`src/rtl/activation_sequencer_pkg.sv`:
```
// Shared definitions for the activation sequencer: default data width,
// FSM state encoding and the vector element slice helper.
package activation_sequencer_pkg;

  localparam int ACT_DATA_WIDTH = 8;

  typedef enum logic [1:0] {
    ST_IDLE  = 2'd0,
    ST_RUN   = 2'd1,
    ST_DRAIN = 2'd2
  } seq_state_e;

  // Element i of a packed vector lives at [elem_lsb(i, W) +: W].
  function automatic int elem_lsb(input int idx, input int width);
    return idx * width;
  endfunction

endpackage

```
`src/rtl/activation_sequencer.sv`:
```
// Time-multiplexes one external combinational activation unit across a layer:
// latches z_vector, issues one z per cycle, captures results, publishes atomically.
module activation_sequencer
  import activation_sequencer_pkg::*;
#(
  parameter int NUM_NEURONS = 4,
  parameter int DATA_WIDTH  = ACT_DATA_WIDTH,
  parameter int IDX_WIDTH   = 2
) (
  input  logic                              clk,
  input  logic                              rst,
  input  logic                              start,
  input  logic [NUM_NEURONS*DATA_WIDTH-1:0] z_vector,
  output logic                              busy,
  output logic                              done,
  output logic [NUM_NEURONS*DATA_WIDTH-1:0] a_vector,
  output logic [DATA_WIDTH-1:0]             act_z,
  input  logic [DATA_WIDTH-1:0]             act_a
);

  localparam logic [IDX_WIDTH-1:0] LAST_IDX = IDX_WIDTH'(NUM_NEURONS - 1);

  seq_state_e r_state;
  seq_state_e w_next_state;
  logic       w_accept;
  logic       w_issue;
  logic       w_drain;

  logic [IDX_WIDTH-1:0]          r_issue_idx;
  logic [IDX_WIDTH-1:0]          r_cap_idx;
  logic                          r_cap_valid;
  logic signed [DATA_WIDTH-1:0]  r_z_buf [NUM_NEURONS];
  logic signed [DATA_WIDTH-1:0]  r_a_buf [NUM_NEURONS];

  always_ff @(posedge clk) begin
    if (rst) begin
      r_state <= ST_IDLE;
    end else begin
      r_state <= w_next_state;
    end
  end

  always_comb begin
    w_next_state = r_state;
    case (r_state)
      ST_IDLE:  if (start) w_next_state = ST_RUN;
      ST_RUN:   if (r_issue_idx == LAST_IDX) w_next_state = ST_DRAIN;
      ST_DRAIN: w_next_state = ST_IDLE;
      default:  w_next_state = ST_IDLE;
    endcase
  end

  always_comb begin
    w_accept = (r_state == ST_IDLE) && start;
    w_issue  = (r_state == ST_RUN);
    w_drain  = (r_state == ST_DRAIN);
  end

  assign busy = (r_state != ST_IDLE);

  always_ff @(posedge clk) begin
    if (rst) begin
      r_issue_idx <= '0;
      r_cap_valid <= 1'b0;
      done        <= 1'b0;
    end else begin
      done <= w_drain;
      if (w_accept) begin
        r_issue_idx <= '0;
        r_cap_valid <= 1'b0;
      end
      if (w_issue) begin
        r_cap_valid <= 1'b1;
        if (r_issue_idx != LAST_IDX) r_issue_idx <= r_issue_idx + IDX_WIDTH'(1);
      end
      if (w_drain) r_cap_valid <= 1'b0;
    end
  end

  // Input latch: z_vector is free to change once accepted.
  always_ff @(posedge clk) begin
    if (w_accept) begin
      for (int i = 0; i < NUM_NEURONS; i++) begin
        r_z_buf[i] <= z_vector[elem_lsb(i, DATA_WIDTH) +: DATA_WIDTH];
      end
    end
  end

  // Issue stage: operand to the shared unit, index of the value in flight.
  always_ff @(posedge clk) begin
    if (rst) begin
      act_z <= '0;
    end else if (w_issue) begin
      act_z <= r_z_buf[r_issue_idx];
    end
  end

  always_ff @(posedge clk) begin
    if (w_issue) r_cap_idx <= r_issue_idx;
  end

  // Capture stage: result for the operand issued on the previous edge.
  always_ff @(posedge clk) begin
    if (w_issue && r_cap_valid) r_a_buf[r_cap_idx] <= act_a;
  end

  // Publish: last element comes straight from the unit, so no extra cycle.
  always_ff @(posedge clk) begin
    if (rst) begin
      a_vector <= '0;
    end else if (w_drain) begin
      for (int i = 0; i < NUM_NEURONS; i++) begin
        a_vector[elem_lsb(i, DATA_WIDTH) +: DATA_WIDTH] <=
          (i == NUM_NEURONS - 1) ? act_a : r_a_buf[i];
      end
    end
  end

endmodule

```
`config.mk`:
```
export PLATFORM = sky130hd
export DESIGN_NAME = activation_sequencer
export DESIGN_NICKNAME = d
export VERILOG_FILES = /design/src/rtl/activation_sequencer_pkg.sv /design/src/rtl/activation_sequencer.sv
export SDC_FILE = /design/constraint.sdc
export NUM_CORES = 1
export LEC_CHECK = 0
export ABC_AREA = 0
export CAP_MARGIN = 15
export CORE_AREA = 4 4 140 88
export DETAILED_ROUTE_END_ITERATION = 16
export DIE_AREA = 0 0 144 92
export PLACE_DENSITY_LB_ADDON = 0.2
export SLEW_MARGIN = 10
export SYNTH_ARGS = -nofsm -noshare
export SYNTH_HDL_FRONTEND = slang
export SYNTH_SLANG_ARGS = --single-unit
```
`constraint.sdc`:
```
create_clock -name clk -period 4.9 [get_ports clk]
set_input_delay 0.49 -clock clk [delete_from_list [all_inputs] [get_ports clk]]
set_output_delay 0.49 -clock clk [all_outputs]
set_load 0.01 [all_outputs]
```
==> impl_metrics.tcl, run 1 <==
set metrics [dict create \
    crit_path_start_kind "flip-flop" \
    vias_per_cell 4.42 \
    cts_buffer_depth 2 \
    max_stage_delay_ns 0.71 \
    seqCellArea_sq_um 2660 \
    synthFlopType "edfxtp_1" \
    avgRoutedWirePerCell_um 15.8 \
    syn_avg_cell_area_sq_um 17.2 \
    core_area_sq_um 11100 \
    syn_inst 203 \
    worst-path-buf-inv 1 \
    tightest_slew_ns 0.914 \
    grtUsageMet2_pct 15.3 \
    synth_compound_area_share_pct 10.4 \
    place.gp.congestion 0.712 \
    portBuffers 84 \
    fin_crit_sh_pct 50.2 \
    synth.distinct_cells 25 \
    cpMaxStageDelayCell "nor3b_2" \
    crit_fanout 13 \
    cp.required_ns 4.86 \
    ioPinCount 85 \
    cap_violations 0 \
    synth_top_family_by_area "compound AO/OA/AOI/OAI gates" \
    via_count 1944 \
    rr_startpoint "r_state[0]" \
    drc_errors 0 \
    cts.sinks 104 \
    antenna_found_initial 0 \
    die_w_um 144 \
    p_seq_share_pct 55.4 \
    period_needed_ns 2.46 \
    crit_type "flip-flop to flip-flop" \
    insertion_delay_ns 0.34 \
    cp-end-kind "flip-flop" \
    hpwl_um 4710 \
    leakagePower_nw 1.63 \
    die_area_sq_um 13200 \
    yosysSeqAreaShare_pct 76.2 \
    grt_usage_pct 11.2 \
    grt_first_pass_wirelength_um 11100 \
    final-setup-viol-count 0 \
    numCtsBuffers 9 \
    combinationalPowerShare_pct 6.1 \
    grt_pass1_vias 2046 \
    hold_path_class "flip-flop to flip-flop" \
    synth_edf_count 58 \
    num_rows 30 \
    synth_top_area_share_pct 49.8 \
    final_antenna_net_count 0 \
    rsz0062_at_grt "no" \
    dr.first_iter.drc_count 126 \
    cts_root_buffer "clkbuf_16" \
    p_total_mw 1.75 \
    yosysWarnings 0 \
    max_freq_mhz 407 \
    slew_headroom_pct 38.9 \
    cts_hold_buffers 0 \
    synthAdderAreaFrac_pct 0.358 \
    clk_pin_slew_ns 0.07 \
    path_cells "nand2b_1, inv_1, nand2_1, nor3b_2" \
    ys_async_sr_fraction_pct 0 \
    worstPathArrival_ns 2.42 \
    final_nets 335 \
    synth-seq-cells 104 \
    fill_cells 971 \
    initial_core_util_pct 31.6 \
    fin_ws_ns 2.44 \
    gr-max-usage-layer "met1" \
    hp-start "r_a_buf[0][0]" \
    wirelength_um 6960 \
    cts_setup_buffers 0 \
    power-per-cell-area_nw_per_um2 367 \
    area_delta_synth_final_pct 35.9 \
    synth_area_sq_um 3500 \
    vdd_drop_max_v 0.000145 \
    synthSimpleGateAreaFrac_pct 4.72 \
    p_int_mw 1.37 \
    grt_max_degree 34 \
    grt_util_met1_pct 16.0 \
    cts_tree "yes" \
    antenna_cells 0 \
    yosysMostFrequentCell "edfxtp_1" \
    grt-ovfl-total 0 \
    cts.repair.resized 0 \
    fin_util_pct 42.9 \
    yosys.area.top_type "edfxtp_1" \
    path_delay_family "simple AND/OR/NAND/NOR gates" \
    synth_common_cells "edfxtp_1, dfxtp_1, a22o_1" \
    synth_xor_area_share_pct 0 \
    place_ws_ns 2.17 \
    clkPwrFrac_pct 38.6 \
    drtPass1Iterations 4 \
    outcome "finished, final reports clean" \
    fp.dieH_um 92 \
    swShare_pct 21.3 \
    multi_input_area_sq_um 727 \
    p_sw_mw 0.372 \
    startpoint "r_state[0]" \
    hold_viol 0 \
    finalSetupTns_ns 0 \
    synthMuxAreaShare_pct 5.15 \
    syn_nets 247 \
    slew_violations 0 \
    synth_area_leaders "edfxtp_1, dfxtp_1, a22o_1, mux4_2, buf_6" \
    htree_levels 3 \
    met3_usage_pct 4.22 \
    drive_above_1_share_pct 10.1 \
    fin_skew_ns 0.00668 \
]
-- cell families after synthesis --
kind of cell | Yosys count
fa+ha+maj | 1
flops | 104
simple gates | 30
compound gates | 46
buf+inv | 14
mux | 8
-- flip-flops by register name (all words and copies together), names as in the netlist --
register / flops
done: 1
r_cap_idx: 2
r_state: 2
r_cap_valid: 1
r_issue_idx: 2
r_z_buf: 32
r_a_buf: 24
act_z: 8
a_vector: 32
-- area by class of cell --
type / count / share of cell area (%)
well taps: 144 / 3.79
flip-flops and latches: 104 / 56.0
clock buffers: 10 / 5.03
repair buffers: 88 / 18.8
clock inverters: 6 / 0.843
inverters: 3 / 0.237
multi-input cells: 85 / 15.3
-- path summary, 6_finish.rpt --
check	cells past startpoint	endpoint	slack, ns
worst max-delay path	4	r_a_buf[2][6]	2.44
worst max register to register	4	r_a_buf[2][6]	2.44
worst min-delay path	1	a_vector[0]	0.46
worst min register to register	1	a_vector[0]	0.46
-- power by group through the flow --
stage	clock network (mW)	logic [mW]	registers (mW)
after global routing	0.737	0.116	0.969
after global placement	0	0.101	0.987
after detailed placement	0	0.103	0.988
final	0.673	0.106	0.966
after floorplan	0	0.0492	0.981
after CTS	0.695	0.104	0.968
-- routing by layer --
metal | share of wire [%] | up-vias
li1 | - | 958
met1 | 50 | 936
met2 | 44 | 43
met3 | 4.3 | 7
met4 | 1.2 | 0
met5 | 0 | -
-- worst register-to-register path, cell delays in order (launching register included) --
cell and delay [ns]:
dfxtp_1 0.44, nand2b_1 0.30, inv_1 0.45, nand2_1 0.19
nor3b_2 0.71
-- cell usage in the layout (no fill, tap or decap), drive strengths merged, types with 2 or more instances in the layout --
master	count
a21oi	11
a22o	32
buf	4
clkbuf	10
clkdlybuf4s50	84
clkinv	2
dfxtp	46
edfxtp	58
inv	7
mux4	8
nand2	17
nand2b	2
nor2b	2
nor3b	4
o21ai	2
-- per-stage QoR --
step / hold WS (ns) / area (sq um) / std cells
after CTS: 0.457 / 4720 / 439
after global routing: 0.467 / 4750 / 440
after global placement: 0.441 / 4440 / 423
after detailed placement: 0.440 / 4440 / 423
after floorplan: 0.429 / 3500 / 203
final: 0.455 / 4750 / 440
(Power assumes the default switching activity.)
==> run 2, diff against run 1 <==
clock period = 2.4 ns   (was 4.9 ns; I/O delays follow)
==> run 2 against run 1 <==
Power rose by 110%. Flip-flop and latch count did not move. Non-clock buffer count is 5 higher. Die area stayed put. Wire length shrank 0.91%. Via count increased by 3.2%. Final cell count up 1.1%. Sequential power increased by 100%. Worst hold slack lost 0.0024 ns. Core utilization grew 0.49 points. Setup slack lost 1.8 ns. Combinational power increased by 110%. Highest routed layer unchanged.
==> impl_metrics.tcl, run 2 (same netlist as run 1, synthesis figures left out) <==
set metrics [dict create \
    cpMaxStageDelayCell "clkdlybuf4s50_1" \
    cts.sinks 104 \
    insertion_delay_ns 0.33 \
    cts_tree "yes" \
    max_freq_mhz 579 \
    cp-end-kind "output pin" \
    dr.first_iter.drc_count 94 \
    fill_cells 990 \
    final_common_cell "clkdlybuf4s50_1" \
    grt_max_degree 34 \
    drive_above_1_share_pct 11.6 \
    layout_common_cells "clkdlybuf4s50_1, edfxtp_1, dfxtp_1" \
    cp.required_ns 2.16 \
    vias_per_cell 4.51 \
    tightest_slew_ns 0.708 \
    rsz0062_at_grt "no" \
    grt_first_pass_wirelength_um 11000 \
    power-per-cell-area_nw_per_um2 758 \
    hpwl_um 4810 \
    die_w_um 144 \
    grt-ovfl-total 0 \
    ioPinCount 85 \
    num_rows 30 \
    antenna_cells 0 \
    crit_fanout 5 \
    antenna_found_initial 0 \
    core_area_sq_um 11100 \
    cts.repair.resized 0 \
    period_needed_ns 1.73 \
    grt_pass1_vias 2027 \
    hold_path_class "input port to flip-flop" \
    cts_hold_buffers 0 \
    portBuffers 84 \
    grt_usage_pct 10.7 \
    slew_violations 0 \
    cts_root_buffer "clkbuf_16" \
    crit_type "flip-flop to output pin" \
    finalSetupTns_ns 0 \
    area_delta_synth_final_pct 37.4 \
    max_stage_delay_ns 0.48 \
    place.gp.congestion 0.700 \
    biggestRegsByFlops "a_vector (32), r_z_buf (32), r_a_buf (24)" \
    fin_skew_ns 0.0103 \
    drtPass1Iterations 4 \
    initial_core_util_pct 31.6 \
    fp.dieH_um 92 \
    leakagePower_nw 1.66 \
    avgRoutedWirePerCell_um 15.5 \
    via_count 2006 \
    cap_violations 0 \
    path_cells "or2_2, clkdlybuf4s50_1" \
    final_antenna_net_count 0 \
    crit_path_start_kind "flip-flop" \
    outcome "finished, final reports clean" \
    fin_crit_sh_pct 72.0 \
    hold_viol 0 \
    final-setup-viol-count 0 \
    slew_headroom_pct 52.8 \
    htree_levels 3 \
    drc_errors 0 \
    numCtsBuffers 9 \
    whs_ns 0.453 \
    worstPathArrival_ns 1.49 \
    clk_pin_slew_ns 0.07 \
    cts_setup_buffers 0 \
    die_area_sq_um 13200 \
    cts_buffer_depth 2 \
    wirelength_um 6890 \
    vdd_drop_max_v 0.000317 \
    final_nets 340 \
]
[run 2: cell types whose count changed in the layout (fill, tap and decap cells not counted)]
cell       previous run  this run
clkinv_2              0         1
clkbuf_8              1         0
clkbuf_16             9        11
clkinv_1              2         0
inv_6                 3         1
buf_4                 3         8
clkbuf_1              0         2
buf_16                1         0
buf_12                0         1
[run 2: layout make-up]
| cell class | instances | area, sq um | share of cell area (%) |
|---|---|---|---|
| multi-input cells | 85 | 727 | 15.1 |
| well taps | 144 | 180 | 3.75 |
| clock buffers | 13 | 283 | 5.89 |
| repair buffers | 93 | 921 | 19.2 |
| clock inverters | 3 | 20.0 | 0.417 |
| flip-flops and latches | 104 | 2660 | 55.4 |
| inverters | 3 | 11.3 | 0.234 |
[run 2: routing by layer]
layer  global-route usage, %  wire [um]
met1                    15.3       3510
met2                    15.4       3010
met3                    3.60        292
met4                    3.29         85
met5                       0          0
[run 2: worst paths after layout]
kind,start,depth (start not counted),slack (ns),endpoint
max,r_state[1],2,0.67,busy
min,z_vector[16],1,0.45,r_z_buf[2][0]
max reg2reg,r_issue_idx[0],3,0.78,act_z[6]
min reg2reg,act_z[7],2,0.45,act_z[7]
[run 2: where the power goes]
group	internal [mW]	switching [mW]	leakage [nW]
sequential	1.94	0.0305	0.914
combinational	0.130	0.0913	0.598
clock	0.834	0.613	0.151
total	2.91	0.735	1.66
[run 2: metrics by stage]
step / cell area [sq um] / setup WS, ns / util (%) / cells / power (mW)
2_1_floorplan: 3500 / 0.598 / - / 203 / 2.10
6_report: 4800 / 0.673 / 43.4 / 445 / 3.64
3_5_place_dp: 4500 / 0.467 / 40.7 / 429 / 2.24
5_1_grt: 4800 / 0.618 / 43.4 / 445 / 3.78
4_1_cts: 4800 / 0.647 / 43.4 / 445 / 3.69
3_3_place_gp: 4500 / 0.515 / 40.7 / 429 / 2.23
[run 2: worst max-delay path, delay by kind of cell (launching register included)]
family | cells | cell delay [ns]
buffers and inverters | 1 | 0.48
DFF | 1 | 0.36
and+or+nand+nor | 1 | 0.32
==> run 3, diff against run 2 <==
clock period = 1.63 ns   (was 2.4 ns; I/O delays follow)
==> run 3 against run 2 <==
Register-to-register slack worse by 0.60 ns. First-iteration DRC count is 12% higher. Core utilization is 0.89 points higher. Via count is 1.2% lower. Sequential share of layout area is 1.1 points lower.
==> impl_metrics.tcl, run 3 (same netlist as run 1, synthesis figures left out) <==
set metrics [dict create \
    p_sw_mw 1.11 \
    fp.dieH_um 92 \
    die_w_um 144 \
    fin_ws_ns 0.166 \
    rsz0062_at_grt "no" \
    dr.first_iter.drc_count 105 \
    ioPinCount 85 \
    final-setup-viol-count 0 \
    layout_common_cells "clkdlybuf4s50_1, edfxtp_1, dfxtp_1" \
    hold_path_class "input port to flip-flop" \
    cts.sinks 104 \
    combinationalPowerShare_pct 6.7 \
    slew_violations 0 \
    cp-end-kind "output pin" \
    cts_buffer_depth 2 \
    clk_pin_slew_ns 0.07 \
    p_int_mw 4.30 \
    final_common_cell "clkdlybuf4s50_1" \
    antenna_cells 0 \
    numCtsBuffers 9 \
    p_seq_share_pct 53.4 \
    crit_type "flip-flop to output pin" \
    fin_crit_sh_pct 89.8 \
    grt-ovfl-total 0 \
    min_path_cells 1 \
    drive_above_1_share_pct 15.2 \
    cp.required_ns 1.47 \
    die_area_sq_um 13200 \
    max_freq_mhz 683 \
    cap_violations 0 \
    swShare_pct 20.5 \
    drc_errors 0 \
    insertion_delay_ns 0.34 \
    initial_core_util_pct 31.6 \
    cts_root_buffer "clkbuf_16" \
    rr_worst_depth 5 \
    core_area_sq_um 11100 \
    drtPass1Iterations 4 \
    hpwl_um 4930 \
    fin_skew_ns 0.00751 \
    via_count 1981 \
    grt_pass1_vias 2052 \
    slew_headroom_pct 74.5 \
    worstPathArrival_ns 1.30 \
    tightest_slew_ns 0.381 \
    grt_usage_pct 11.2 \
    power-per-cell-area_nw_per_um2 1100 \
    grt_first_pass_wirelength_um 11100 \
    period_needed_ns 1.46 \
    avgRoutedWirePerCell_um 15.6 \
    crit_path_start_kind "flip-flop" \
    wirelength_um 7060 \
    place.gp.congestion 0.707 \
    place_ws_ns -0.0199 \
    crit_fanout 5 \
    seqCellArea_sq_um 2660 \
    p_total_mw 5.42 \
    portBuffers 84 \
    final_nets 348 \
    biggestRegsByFlops "a_vector (32), r_z_buf (32), r_a_buf (24)" \
    clkPwrFrac_pct 39.9 \
    vias_per_cell 4.37 \
    fill_cells 983 \
    vdd_drop_max_v 0.000462 \
    stdcell_area_sq_um 4900 \
    leakagePower_nw 1.71 \
    cts_setup_buffers 0 \
    hold_viol 0 \
    multi_input_area_sq_um 737 \
    htree_levels 3 \
    outcome "finished, final reports clean" \
    grt_max_degree 34 \
    fin_util_pct 44.3 \
    final_antenna_net_count 0 \
    area_delta_synth_final_pct 40.3 \
    num_rows 30 \
    antenna_found_initial 0 \
    cts_tree "yes" \
    placed_area_sq_um 4600 \
]
==> run 3: per-layer routing <==
layer | wire (um) | GRT usage, %
met2 | 3130 | 15.6
met5 | 0 | 0
met1 | 3480 | 15.7
met4 | 85 | 4.23
met3 | 356 | 4.33
==> run 3: path summary, 6_finish.rpt <==
check	from	end	slack (ns)
hold / removal	z_vector[16]	r_z_buf[2][0]	0.38
setup reg to reg	r_state[0]	r_a_buf[2][7]	0.18
hold reg to reg	r_a_buf[2][1]	a_vector[17]	0.46
setup / recovery	r_state[1]	busy	0.17
==> run 3: power by group through the flow <==
stage          Sequential, mW  Combinational (mW)  Clock, mW
2_1_floorplan            2.95               0.151          0
3_3_place_gp             2.95               0.366          0
3_5_place_dp             2.95               0.370          0
4_1_cts                  2.89               0.370       2.23
5_1_grt                  2.90               0.398       2.34
6_report                 2.89               0.363       2.16
==> run 3: timing repair <==
item                       in CTS  in global routing
setup endpoints to repair       1                  0
hold buffers                    0                  0
gates resized for setup         1                  0
==> run 3: critical path, cell delays in order (launching register included) <==
cell	delay [ns]
dfxtp_1	0.37
or2_2	0.30
dlygate4sd2_1	0.30
==> run 3: stage by stage <==
stage,TNS (ns),hold slack (ns),instances
final,0,0.377,453
after global routing,0,0.356,453
after CTS,0,0.359,453
after detailed placement,-0.449,0.442,437
after global placement,-0.362,0.441,437
after floorplan,0,0.235,203
==> run 3: final cells by class <==
cell class	instances	share of cell area (%)
sequential	104	54.3
clock inverter	6	1.33
timing repair buffer	101	20.5
tap	144	3.67
inverter	3	0.306
clock buffer	10	4.87
multi-input combinational	85	15.0
